==> src/rtl/interrupt_controller_seq.sv <==
`default_nettype none
// ============================================================================
// Module   : interrupt_controller_seq
// Brief    : Sticky-pending, SR-masked interrupt/exception controller with
//            one-cycle jisr dispatch, ESR save and eret restore.
//            Optional vectored entry address under IC_VECTORED_EN.
// Revision : 1.0
// ============================================================================
module interrupt_controller_seq #(
    parameter int                   N_CAUSE   = 23,
    parameter logic [N_CAUSE-1:0]   MASKABLE  = 23'h60FFFE,
    parameter int                   IL_W      = 5,
    parameter logic [31:0]          VEC_BASE  = 32'h0000_0000,
    parameter int                   VEC_SHIFT = 5
) (
    input  logic               clk,
    input  logic               reset,
    input  logic [N_CAUSE-1:0] ca,
    input  logic               stall,
    input  logic               eret,
    input  logic               sr_we,
    input  logic [31:0]        sr_wdata,
    output logic [31:0]        sr,
    output logic [31:0]        esr,
    output logic [N_CAUSE-1:0] eca,
    output logic [IL_W-1:0]    il,
    output logic               jisr,
`ifdef IC_VECTORED_EN
    output logic [31:0]        vec_addr,
`endif
    output logic               in_isr
);

    localparam logic [31:0] C_MASK32 = 32'(MASKABLE);

    typedef enum logic [0:0] {
        S_IDLE = 1'b0,
        S_ISR  = 1'b1
    } state_t;

    state_t             r_state;
    state_t             w_state_next;
    logic [N_CAUSE-1:0] r_pend;
    logic [N_CAUSE-1:0] w_avail;
    logic [N_CAUSE-1:0] w_mca;
    logic [IL_W-1:0]    w_il;
    logic               w_dispatch;
    logic               w_eret_ok;

    // Same-cycle bypass lets a fresh cause dispatch on the edge it is sampled.
    always_comb begin
        w_avail = r_pend | ca;
        w_mca   = w_avail & (~MASKABLE | sr[N_CAUSE-1:0]);
        w_il    = '0;
        for (int i = N_CAUSE - 1; i >= 0; i--) begin
            if (w_mca[i]) begin
                w_il = IL_W'(i);
            end
        end
    end

    always_ff @(posedge clk or posedge reset) begin
        if (reset) begin
            r_state <= S_IDLE;
        end else begin
            r_state <= w_state_next;
        end
    end

    always_comb begin
        w_state_next = r_state;
        w_dispatch   = 1'b0;
        w_eret_ok    = 1'b0;
        case (r_state)
            S_IDLE: begin
                if (!stall && (|w_mca)) begin
                    w_dispatch   = 1'b1;
                    w_state_next = S_ISR;
                end
            end
            S_ISR: begin
                // Only unmaskable causes may nest; eret loses to such a dispatch.
                if (!stall && (|(w_mca & ~MASKABLE))) begin
                    w_dispatch = 1'b1;
                end else if (eret) begin
                    w_eret_ok    = 1'b1;
                    w_state_next = S_IDLE;
                end
            end
            default: w_state_next = S_IDLE;
        endcase
    end

    always_ff @(posedge clk or posedge reset) begin
        if (reset) begin
            r_pend <= '0;
            sr     <= '0;
            esr    <= '0;
            eca    <= '0;
            il     <= '0;
            jisr   <= 1'b0;
        end else begin
            jisr <= w_dispatch;
            if (w_dispatch) begin
                eca    <= w_mca;
                il     <= w_il;
                r_pend <= w_avail & ~w_mca;
                sr     <= sr & ~C_MASK32;
                if (r_state == S_IDLE) begin
                    esr <= sr;
                end
            end else begin
                r_pend <= w_avail;
                if (w_eret_ok) begin
                    sr <= esr;
                end else if (sr_we) begin
                    sr <= sr_wdata;
                end
            end
        end
    end

`ifdef IC_VECTORED_EN
    always_ff @(posedge clk or posedge reset) begin
        if (reset) begin
            vec_addr <= VEC_BASE;
        end else if (w_dispatch) begin
            vec_addr <= VEC_BASE + (32'(w_il) << VEC_SHIFT);
        end
    end
`endif

    assign in_isr = (r_state == S_ISR);

endmodule
`default_nettype wire

==> config.mk <==
export PLATFORM = sky130hd
export DESIGN_NAME = interrupt_controller_seq
export DESIGN_NICKNAME = d
export VERILOG_FILES = /design/src/rtl/interrupt_controller_seq.sv
export SDC_FILE = /design/constraint.sdc
export NUM_CORES = 1
export LEC_CHECK = 0
export ABC_AREA = 1
export CAP_MARGIN = 10
export CORE_UTILIZATION = 35
export CTS_BUF_LIST = sky130_fd_sc_hd__clkbuf_8
export CTS_CLUSTER_SIZE = 14
export DETAILED_ROUTE_END_ITERATION = 8
export MAX_ROUTING_LAYER = met4
export PLACE_DENSITY_LB_ADDON = 0.05
export SYNTH_ARGS = -nofsm -noshare
export SYNTH_HDL_FRONTEND = slang
export SYNTH_SLANG_ARGS = --single-unit
==> constraint.sdc <==
create_clock -name clk -period 3.9 [get_ports clk]
set_clock_uncertainty 0.1 [all_clocks]
set_input_delay 0.585 -clock clk [delete_from_list [all_inputs] [get_ports clk]]
set_output_delay 0.585 -clock clk [all_outputs]
set_load 0.1 [all_outputs]
# Yosys cells after proc, flatten, opt, wreduce, memory -nomap -nowiden
# Cells that the tools add are included.
# totals
register_bits	117
latchBits	0
ramBits	0
romBits	0
input_bits	60
elab_cells	59
n_memories	0
# op_classes
n_addsub	0
mul	0
n_div	0
magnitude_cmp	0
n_eq_ne	0
shift	0
n_mux	36
bitwise	6
reduce_logical	9
# ops
op	count
$mux W5	23
$mux W32	2
$and A23 B23 Y23	2
$mux W23	2
$not A23 Y23	1
$or A23 B23 Y23	1
$reduce_or A23 Y1	1
$mux W1	7
$reduce_or A6 Y1	1
$pmux W1 S2	2
$reduce_and A2 Y1	2
$reduce_bool A3 Y1	1
$logic_and A1 B1 Y1	2
$not A1 Y1	2
$reduce_bool A2 Y1	1
$logic_not A1 Y1	1

# Logic depth before layout (Yosys ltp)
# Gate-level depths: netlist (run 1).
# logic_depth
depth_word	25
depth_mapped	24

# Worst setup path before layout (run 1)
# No wires, ideal clock.
# synth_timing
path_kind	register to register
start	register sr[2]
end	register il[1]
t_arrival_ns	2.276
required_ns	3.680
slack_ns	1.404
stages_incl_launch_ff	14
n_path_buf	1
synth_period_minus_slack_ns	2.496
cell_sequence	dfrtp_1 inv_1 nor2_1 inv_1 nand3_1 nor3_1 inv_1 o41ai_4 nand2_2 inv_2 buf_2 nor2_1 nand3_1 nand2_1
# synth_between
elab_chain_len	5
elab_cells_between_ends	8
classes_between	mux: 5; bitwise: 1; reduce/logical: 2
# synth_lines
item	line	source
from (decl)	23	output logic [31:0] sr,
from (signal assigned)	108	sr <= sr & ~C_MASK32;
from (signal assigned)	115	sr <= esr;
from (signal assigned)	117	sr <= sr_wdata;
$and A23 B23 Y23 (*)	53	w_mca = w_avail & (~MASKABLE | sr[N_CAUSE-1:0]);
$reduce_or A23 Y1	76	if (!stall && (|w_mca)) begin
$logic_and A1 B1 Y1	76	
$mux W1	76	
$pmux W1 S2	74	case (r_state)
to (signal assigned)	106	il <= w_il;
to (decl)	26	output logic [IL_W-1:0] il,
# Every way passes the cells marked *; elsewhere a longest branch is shown, timed or not.
# A chain may end at the register's enable or synchronous reset.

# Worst setup path in the final report (run 1)
# layout_timing
start	input ca[17]
end	register sr[17]
# layout_between
elab_chain_len	8
elab_cells_between_ends	15
classes_between	mux: 6; bitwise: 3; reduce/logical: 6
# layout_lines
item	line	source
from (decl)	18	input logic [N_CAUSE-1:0] ca,
$or A23 B23 Y23 (*)	52	w_avail = r_pend | ca;
$and A23 B23 Y23 (*)	53	
$reduce_or A23 Y1 or $reduce_or A6 Y1 (tied branches)	76, 83	
$logic_and A1 B1 Y1, on equally long branches	76, 83	
$mux W1, on equally long branches	76, 83	
$pmux W1 S2 or $mux W1 (tied branches)	74	
$not A1 Y1 (no line) or $reduce_bool A2 Y1 (tied branches)	-	
$reduce_and A2 Y1 (no line)	-	
# Marked as above.

==> impl_metrics.py, run 1 <==
metrics = {
    "cts": {
        "insertion_delay_ps": 430,
        "post_cts.resized_instances": 0,
        "cts_max_level": 4,
        "worst_setup_hold_path_clk_slew_ps": 60,
        "cts_buffer_depth": 2,
        "cts_buffers": 17,
        "post_cts_buffers": 0,
        "post_cts_hold_buffer_count": 0,
        "clock_tree_from_tritoncts": "done",
        "master_cell_of_the_clock_root_buffer": "sky130_fd_sc_hd__clkbuf_8",
        "clock-sinks": 117,
    },
    "global_routing": {
        "wire_length_of_the_first_global_routing_pass_microns": 21600,
        "grt_overflow_total": 0,
        "grt_antenna_before_repair": 0,
        "number_of_global_route_vias_before_repair": 4286,
        "grt_max_degree": 66,
        "grtUsageTotal": 0.200,
    },
    "die": {
        "ios": 154,
        "die-height_microns": 122,
        "std_cell_rows": 43,
        "start_util": 0.361,
        "die-area_sq_um": 14900,
        "fp.dieW_microns": 122,
        "core_region_area_sq_um": 13900,
    },
    "sta": {
        "setup_repair_after_global_routing_missed_its_margin": "false",
        "tightest_slew_ps": 1030,
        "totalNegativeSetupSlack_ps": 0,
        "final-setup-viol-count": 0,
        "layout_worst_path_cycle_share": 0.727,
        "achievable-frequency_mhz": 353,
        "report.final.hold_viol_count": 0,
        "slew-limit-headroom": 0.313,
        "final_report_max_slew_violation_count": 0,
        "fin_worst_hold_slack_ps": 375,
        "period_minus_slack_ps": 2830,
        "setup_slack_ps": 1070,
    },
    "placement": {
        "detailedPlace.worstSlack_ps": 592,
        "finalWeightedCongestion": 0.813,
        "numPortBuffers": 153,
        "dp_hpwl_microns": 9720,
    },
    "hold_path": {
        "hold_path.class": "reg2reg",
    },
    "routing": {
        "wirelength_microns": 13600,
        "drc": 0,
        "route.antenna.remaining_nets": 0,
        "drt_iter0_drc": 167,
        "firstDrtPassIters": 4,
        "vias": 4174,
        "via_cell_ratio": 4.73,
        "wire_per_inst_microns": 15.4,
    },
    "logic_synthesis": {
        "synth_async_sr_flop_share": 1.00,
        "synth_top_area_frac": 0.582,
        "synth_area_sq_um": 5030,
        "post_synth.cell_area_avg_sq_um": 9.43,
        "cell_taking_the_most_area_after_synthesis": "sky130_fd_sc_hd__dfrtp_1",
        "synth_area_leaders": "sky130_fd_sc_hd__dfrtp_1 (58%), sky130_fd_sc_hd__nand2_1 (7.2%), sky130_fd_sc_hd__o21ai_0 (6.3%), sky130_fd_sc_hd__nor2_1 (4.6%), sky130_fd_sc_hd__inv_1 (4.2%)",
        "syn_nets": 594,
        "synth.yosys.warnings": 0,
        "synth_top_flop_cell": "sky130_fd_sc_hd__dfrtp_1",
        "seq_area_frac_synth": 0.582,
        "synth_cells": 534,
        "synth_enable_flop_cells": 0,
        "number_of_flip_flops_and_latches_in_the_synthesized_netlist": 117,
        "unique_cell_type_count_in_the_yosys_netlist": 28,
        "yosys-top-cells-count": "sky130_fd_sc_hd__dfrtp_1 (117), sky130_fd_sc_hd__nand2_1 (97), sky130_fd_sc_hd__o21ai_0 (63)",
        "synth_most_common_cell": "sky130_fd_sc_hd__dfrtp_1",
    },
    "critical_path": {
        "timing.critical_path.fanout_max": 30,
        "crit_path_cell_trace": "clkdlybuf4s50_1 > nor4_2 > nand2_1 > inv_2 > a31o_1 > nand2_1 > nor2_4 > or2_1 > inv_2 > nor2_4 > buf_4 > o211ai_1 > o21ai_0",
        "r2r_setup_slack_ps": 1310,
        "worst-setup-path-type": "in2reg",
        "worstPathRequired_ps": 4140,
        "cp.buffers_inverters": 4,
        "cp_top_family": "simple AND/OR/NAND/NOR gates",
        "cp_data_arrival_time_ps": 3070,
        "startpoint_type": "primary input",
        "maximum_cell_stage_delay_along_the_critical_path_ps": 440,
        "crit_path_end_kind": "register",
        "cp_slowest_cell": "sky130_fd_sc_hd__clkdlybuf4s50_1",
    },
    "cells_and_area": {
        "synthToLayoutAreaGrowth_pct": 40.6,
        "drive_above_1_share": 0.104,
        "antenna_cells": 0,
        "design.final.nets": 751,
        "utilization": 0.508,
    },
    "job": {
        "cap_violations": 0,
    },
    "status": {
        "outcome": "finished clean",
    },
}
## cells by family (layout without fill, tap and decap cells)
family	after synthesis	count (layout)	share of synthesized area
flops	117	117	0.582
buf+inv	85	253	0.0713
mux	17	17	0.0338
compound gates	127	127	0.155
simple gates	188	188	0.159
## worst reg2reg max path: stages (launching register included)
cell,delay (ps)
sky130_fd_sc_hd__dfrtp_1,390
sky130_fd_sc_hd__nor4_2,320
sky130_fd_sc_hd__nand2_1,210
sky130_fd_sc_hd__inv_2,90
sky130_fd_sc_hd__a31o_1,160
sky130_fd_sc_hd__nand2_1,100
sky130_fd_sc_hd__nor2_4,280
sky130_fd_sc_hd__or2_1,160
sky130_fd_sc_hd__inv_2,50
sky130_fd_sc_hd__nor2_4,90
sky130_fd_sc_hd__buf_4,310
sky130_fd_sc_hd__o211ai_1,130
sky130_fd_sc_hd__o21ai_0,100
## registers in the layout (all words and copies together), names as in the netlist
name,flops
il,5
esr,32
in_isr,1
jisr,1
r_pend,23
eca,23
sr,32
## area by class of cell
type,count,area (sq um)
multi-input combinational,332,1750
tap,180,225
clock inverter,7,31.3
inverter,61,231
timing repair buffer,162,1600
clock buffer,23,317
sequential,117,2930
fill,1342,6860
## through the flow
stage	area, sq um	instances
3_5_place_dp	6730	852
6_report	7080	882
2_1_floorplan	5030	534
3_3_place_gp	6730	852
4_1_cts	7080	882
5_1_grt	7080	882
## placed cells by master, fill, tap and decap left out, drive strengths merged
cell type	n
dfrtp	117
clkinv	4
nor4	2
o211ai	17
clkbuf	23
o41ai	2
clkdlybuf4s50	153
o21ai	69
inv	64
or2	17
nor2	64
a31o	1
nor3	2
o31ai	2
a21oi	19
nand2	99
o22ai	17
nand3	4
mux2i	17
buf	9
## routing by layer
| metal | track usage | up-vias | share of wire |
|---|---|---|---|
| li1 | - | 2049 | - |
| met1 | 0.252 | 1991 | 0.46 |
| met2 | 0.305 | 122 | 0.47 |
| met3 | 0.0688 | 12 | 0.067 |
| met4 | 0.0579 | 0 | 0.011 |
| met5 | - | - | 0 |
## path summary, 6_finish.rpt
path | startpoint | endpoint | cells past startpoint
worst max-delay path | ca[17] | sr[17] | 13
worst min-delay path | sr[5] | r_pend[5] | 1
worst max register to register | r_pend[19] | sr[17] | 12
worst min register to register | sr[5] | r_pend[5] | 1
max in group asynchronous | reset | r_pend[14] | 3
min in group asynchronous | reset | r_pend[20] | 2
Power of run 1 is left out: the tool's default activity adds up to more than one toggle a clock period on the data nets, which glitch-free logic cannot reach.
==> run 2, diff against run 1 <==
clock period = 2.9 ns   (was 3.9 ns; I/O delays follow)
==> run 2 against run 1 <==
  * Sequential cell count did not move
  * Largest cell class unchanged
  * Routed wire length fell by 1.0%
  * Sequential share of layout area down 0.15 points
==> impl_metrics.py, run 2 (synthesis gave the netlist of run 1 again) <==
metrics = {
    "status": {
        "outcome": "finished clean",
    },
    "die": {
        "ios": 154,
        "fp.dieW_microns": 122,
        "start_util": 0.361,
        "die-area_sq_um": 14900,
        "die-height_microns": 122,
        "std_cell_rows": 43,
        "core_region_area_sq_um": 13900,
    },
    "routing": {
        "drt_iter0_drc": 233,
        "wire_per_inst_microns": 15.1,
        "vias": 4213,
        "wirelength_microns": 13500,
        "firstDrtPassIters": 4,
        "via_cell_ratio": 4.73,
        "route.antenna.remaining_nets": 0,
        "drc": 0,
    },
    "critical_path": {
        "timing.critical_path.fanout_max": 17,
        "worstPathRequired_ps": 3130,
        "cp_top_family": "simple AND/OR/NAND/NOR gates",
        "worst-setup-path-type": "in2reg",
        "crit_path_cell_trace": "clkdlybuf4s50_1 > nor2_1 > nor2_1 > inv_1 > nand3_1 > nor3_1 > inv_1 > o41ai_4 > nand2_2 > nor2_4 > inv_2 > o22ai_1",
        "maximum_cell_stage_delay_along_the_critical_path_ps": 420,
        "startpoint_type": "primary input",
        "cp_slowest_cell": "sky130_fd_sc_hd__clkdlybuf4s50_1",
        "cp_data_arrival_time_ps": 2790,
        "cp.buffers_inverters": 4,
        "crit_path_end_kind": "register",
    },
    "sta": {
        "layout_worst_path_cycle_share": 0.881,
        "period_minus_slack_ps": 2560,
        "final_report_max_slew_violation_count": 0,
        "tightest_slew_ps": 549,
        "setup_repair_after_global_routing_missed_its_margin": "false",
        "final-setup-viol-count": 0,
        "setup_slack_ps": 345,
        "totalNegativeSetupSlack_ps": 0,
        "achievable-frequency_mhz": 391,
        "report.final.hold_viol_count": 0,
        "slew-limit-headroom": 0.633,
    },
    "cells_and_area": {
        "antenna_cells": 0,
        "final_common_cell": "sky130_fd_sc_hd__dfrtp_1",
        "instances_no_fill": 891,
        "layout.cells.most_common_list": "sky130_fd_sc_hd__dfrtp_1 (117), sky130_fd_sc_hd__buf_4 (101), sky130_fd_sc_hd__nand2_1 (97), sky130_fd_sc_hd__o21ai_0 (63), sky130_fd_sc_hd__nor2_1 (62)",
        "utilization": 0.510,
        "drive_above_1_share": 0.250,
        "design.final.nets": 758,
        "largestRegisters": "esr: 32 flops, sr: 32 flops",
        "fillers": 1337,
        "synthToLayoutAreaGrowth_pct": 41.1,
    },
    "cts": {
        "master_cell_of_the_clock_root_buffer": "sky130_fd_sc_hd__clkbuf_8",
        "cts_buffers": 17,
        "post_cts_hold_buffer_count": 0,
        "cts_max_level": 4,
        "insertion_delay_ps": 430,
        "post_cts_buffers": 0,
        "clock-sinks": 117,
        "cts_buffer_depth": 2,
        "post_cts.resized_instances": 0,
        "clock_tree_from_tritoncts": "done",
        "worst_setup_hold_path_clk_slew_ps": 70,
    },
    "job": {
        "cap_violations": 0,
    },
    "placement": {
        "numPortBuffers": 153,
        "numPlacedInstances": 859,
        "dp_hpwl_microns": 9740,
        "detailedPlace.worstSlack_ps": -68.6,
        "finalWeightedCongestion": 0.802,
    },
    "global_routing": {
        "grtUsageTotal": 0.196,
        "number_of_global_route_vias_before_repair": 4070,
        "wire_length_of_the_first_global_routing_pass_microns": 21200,
        "grt_max_degree": 84,
        "grt_overflow_total": 0,
        "grt_antenna_before_repair": 0,
    },
    "hold_path": {
        "hold_path.class": "in2async",
    },
}
[run 2: worst paths after layout]
path,start,to,slack [ps],cells past startpoint
setup / recovery,ca[2],sr[21],340,12
hold reg to reg,sr[6],r_pend[6],380,1
setup reg to reg,sr[2],sr[21],410,11
min in group clk,sr[6],r_pend[6],380,1
hold / removal,reset,eca[20],380,3
max in group asynchronous,reset,esr[3],1930,3
[run 2: cell type report]
| type | count | area [sq um] | area share |
|---|---|---|---|
| Sequential cell | 117 | 2930 | 0.412 |
| Tap cell | 180 | 225 | 0.0317 |
| Clock inverter | 11 | 154 | 0.0217 |
| Timing Repair Buffer | 169 | 1530 | 0.215 |
| Multi-Input combinational cell | 332 | 1750 | 0.246 |
| Inverter | 61 | 233 | 0.0328 |
| Clock buffer | 21 | 289 | 0.0407 |
[run 2: worst min-delay path: cells and delay by family]
kind     cells  cell delay (ps)
buf+inv      3              900
[run 2: per-stage QoR]
step                      cell area, sq um  hold WS [ps]
after CTS                             7100           372
after floorplan                       5040           376
after detailed placement              6660           362
after global placement                6660           364
final                                 7100           375
after global routing                  7100           393
[run 2: routing by layer]
layer	wire length, microns	vias up	part of all wire	GRT usage
met5	0	-	0	-
met4	123	0	0.0091	0.0571
met3	711	8	0.053	0.0552
met2	6360	117	0.47	0.291
met1	6260	2017	0.47	0.260
li1	-	2071	-	-
Power of run 2 is left out for the same reason.
==> run 3, diff against run 2 <==
--- a/config.mk
+++ b/config.mk
@@ -8,9 +8,9 @@
 export ABC_AREA = 1
 export CAP_MARGIN = 10
+export CORE_MARGIN = 4
 export CORE_UTILIZATION = 35
 export CTS_BUF_LIST = sky130_fd_sc_hd__clkbuf_8
 export CTS_CLUSTER_SIZE = 14
 export DETAILED_ROUTE_END_ITERATION = 8
-export MAX_ROUTING_LAYER = met4
 export PLACE_DENSITY_LB_ADDON = 0.05
 export SYNTH_ARGS = -nofsm -noshare
--- a/constraint.sdc
+++ b/constraint.sdc
@@ -3,3 +3,3 @@
 set_input_delay 0.435 -clock clk [delete_from_list [all_inputs] [get_ports clk]]
 set_output_delay 0.435 -clock clk [all_outputs]
-set_load 0.1 [all_outputs]
+set_load 0.005 [all_outputs]
==> run 3 against run 2 <==
  * Maximum frequency up 4.9%
  * Non-clock buffer count up 1
  * Register-to-register slack improved by 110 ps
  * Critical endpoint is now sr[11]
  * First-iteration DRC count rose by 3.4%
  * Clock-buffer cell count did not move
  * Global-route usage shrank 1.9 points
  * Largest cell class unchanged
  * Final cell count unchanged
  * Highest routed layer is now met5
  * Final area up 1.7%
  * Sequential share of layout area decreased by 0.68 points
  * Utilization rose by 0.65 points
  * Sequential cell count stayed put
  * Routed wire length is 1.5% higher
==> impl_metrics.py, run 3 (synthesis gave the netlist of run 1 again) <==
metrics = {
    "critical_path": {
        "cp_top_family": "buffers and inverters",
        "timing.critical_path.fanout_max": 12,
        "worstPathRequired_ps": 3140,
        "startpoint_type": "primary input",
        "cp_slowest_cell": "sky130_fd_sc_hd__clkdlybuf4s50_1",
        "worst-setup-path-type": "in2reg",
        "cp.buffers_inverters": 5,
        "crit_path_end_kind": "register",
        "maximum_cell_stage_delay_along_the_critical_path_ps": 420,
        "cp_data_arrival_time_ps": 2680,
        "crit_path_cell_trace": "clkdlybuf4s50_1 > nor2_1 > nor2_1 > inv_1 > nand3_1 > nor3_1 > inv_1 > o41ai_4 > nand2_2 > inv_2 > nand2_2 > buf_12 > o22ai_1",
    },
    "pwr": {
        "power_mw": 5.92,
        "switching_power_mw": 1.88,
        "pwr_density_cell_nw_per_um2": 820,
        "power.internal_mw": 4.04,
        "power.ir.vdd_worst_uv": 350,
        "share_seq_of_total_power": 0.419,
        "clock_power_share": 0.228,
        "netSwitchingFraction": 0.317,
        "p_comb_frac": 0.353,
        "p_leak_nw": 3.18,
    },
    "cells_and_area": {
        "drive_above_1_share": 0.111,
        "fillers": 1333,
        "regArea_sq_um": 2930,
        "multi_input_area_sq_um": 1750,
        "design.final.nets": 759,
        "largestRegisters": "esr: 32 flops, sr: 32 flops",
        "final_common_cell": "sky130_fd_sc_hd__clkdlybuf4s50_1",
        "instances_no_fill": 891,
        "synthToLayoutAreaGrowth_pct": 43.5,
        "utilization": 0.516,
        "antenna_cells": 0,
        "layout.cells.most_common_list": "sky130_fd_sc_hd__clkdlybuf4s50_1 (153), sky130_fd_sc_hd__dfrtp_1 (117), sky130_fd_sc_hd__nand2_1 (97), sky130_fd_sc_hd__o21ai_0 (63), sky130_fd_sc_hd__nor2_1 (62)",
    },
    "cts": {
        "master_cell_of_the_clock_root_buffer": "sky130_fd_sc_hd__clkbuf_8",
        "post_cts_hold_buffer_count": 0,
        "post_cts.resized_instances": 0,
        "worst_setup_hold_path_clk_slew_ps": 60,
        "cts_buffer_depth": 2,
        "clock_tree_from_tritoncts": "done",
        "cts_max_level": 4,
        "post_cts_buffers": 0,
        "insertion_delay_ps": 430,
        "clock-sinks": 117,
        "cts_buffers": 17,
    },
    "sta": {
        "totalNegativeSetupSlack_ps": 0,
        "period_minus_slack_ps": 2440,
        "final-setup-viol-count": 0,
        "fin_worst_hold_slack_ps": 293,
        "report.final.hold_viol_count": 0,
        "layout_worst_path_cycle_share": 0.840,
        "achievable-frequency_mhz": 411,
        "setup_repair_after_global_routing_missed_its_margin": "false",
        "slew-limit-headroom": 0.657,
        "final_report_max_slew_violation_count": 0,
        "tightest_slew_ps": 513,
    },
    "global_routing": {
        "grtUsageTotal": 0.177,
        "wire_length_of_the_first_global_routing_pass_microns": 22500,
        "grt_overflow_total": 0,
        "number_of_global_route_vias_before_repair": 4330,
        "grt_max_degree": 73,
        "grt_antenna_before_repair": 1,
    },
    "routing": {
        "firstDrtPassIters": 5,
        "drt_iter0_drc": 241,
        "wirelength_microns": 13700,
        "drc": 0,
        "via_cell_ratio": 4.72,
        "route.antenna.remaining_nets": 0,
        "vias": 4202,
        "wire_per_inst_microns": 15.3,
    },
    "placement": {
        "numPlacedInstances": 860,
        "dp_hpwl_microns": 10300,
        "numPortBuffers": 153,
        "finalWeightedCongestion": 0.808,
    },
    "die": {
        "fp.dieW_microns": 128,
        "die-area_sq_um": 16400,
        "core_region_area_sq_um": 14000,
        "std_cell_rows": 43,
        "die-height_microns": 128,
        "start_util": 0.360,
        "ios": 154,
    },
    "status": {
        "outcome": "finished clean",
    },
    "job": {
        "cap_violations": 0,
    },
    "hold_path": {
        "hold_path.class": "in2async",
    },
}
[run 3: cell count changes in the layout (fill, tap and decap cells not counted)]
cell	delta
sky130_fd_sc_hd__clkdlybuf4s50_1	+94
sky130_fd_sc_hd__buf_4	-90
sky130_fd_sc_hd__clkinv_2	-3
sky130_fd_sc_hd__buf_12	-3
sky130_fd_sc_hd__bufinv_16	-3
sky130_fd_sc_hd__inv_1	+5
[run 3: final cells by class]
cell class	instances	area share
clock buffers	21	0.0400
clock inverters	10	0.00935
inverters	61	0.0322
multi-input cells	332	0.242
flip-flops and latches	117	0.405
well taps	180	0.0312
repair buffers	170	0.240
[run 3: path summary, 6_finish.rpt]
kind | start | end | slack, ps | depth (start not counted)
min reg2reg | eca[2] | eca[2] | 380 | 2
max in group asynchronous | reset | esr[8] | 1670 | 3
min in group clk | eca[2] | eca[2] | 380 | 2
min | reset | r_pend[15] | 290 | 2
max | ca[2] | sr[11] | 460 | 13
max reg2reg | sr[15] | sr[11] | 520 | 12
[run 3: power groups by stage]
stage	combinational (mW)	clock (mW)	sequential (mW)
2_1_floorplan	0.846	0	2.47
3_3_place_gp	2.10	0	2.50
3_5_place_dp	2.12	0	2.50
4_1_cts	2.14	1.40	2.48
5_1_grt	2.33	1.47	2.55
6_report	2.09	1.35	2.48
[run 3: per-layer routing]
layer / vias to the layer above / routed length, microns / GRT usage
li1: 2068 / - / -
met1: 1995 / 6170 / 0.235
met2: 121 / 6410 / 0.273
met3: 16 / 885 / 0.0579
met4: 2 / 185 / 0.0637
met5: - / 13 / 0
[run 3: metrics by stage]
stage	setup WS [ps]	area [sq um]
floorplan	814	5040
global placement	41.6	6870
detailed placement	1.19	6870
CTS	467	7220
global route	253	7220
finish	465	7220
Note: power is estimated with default switching activity, not from simulation.
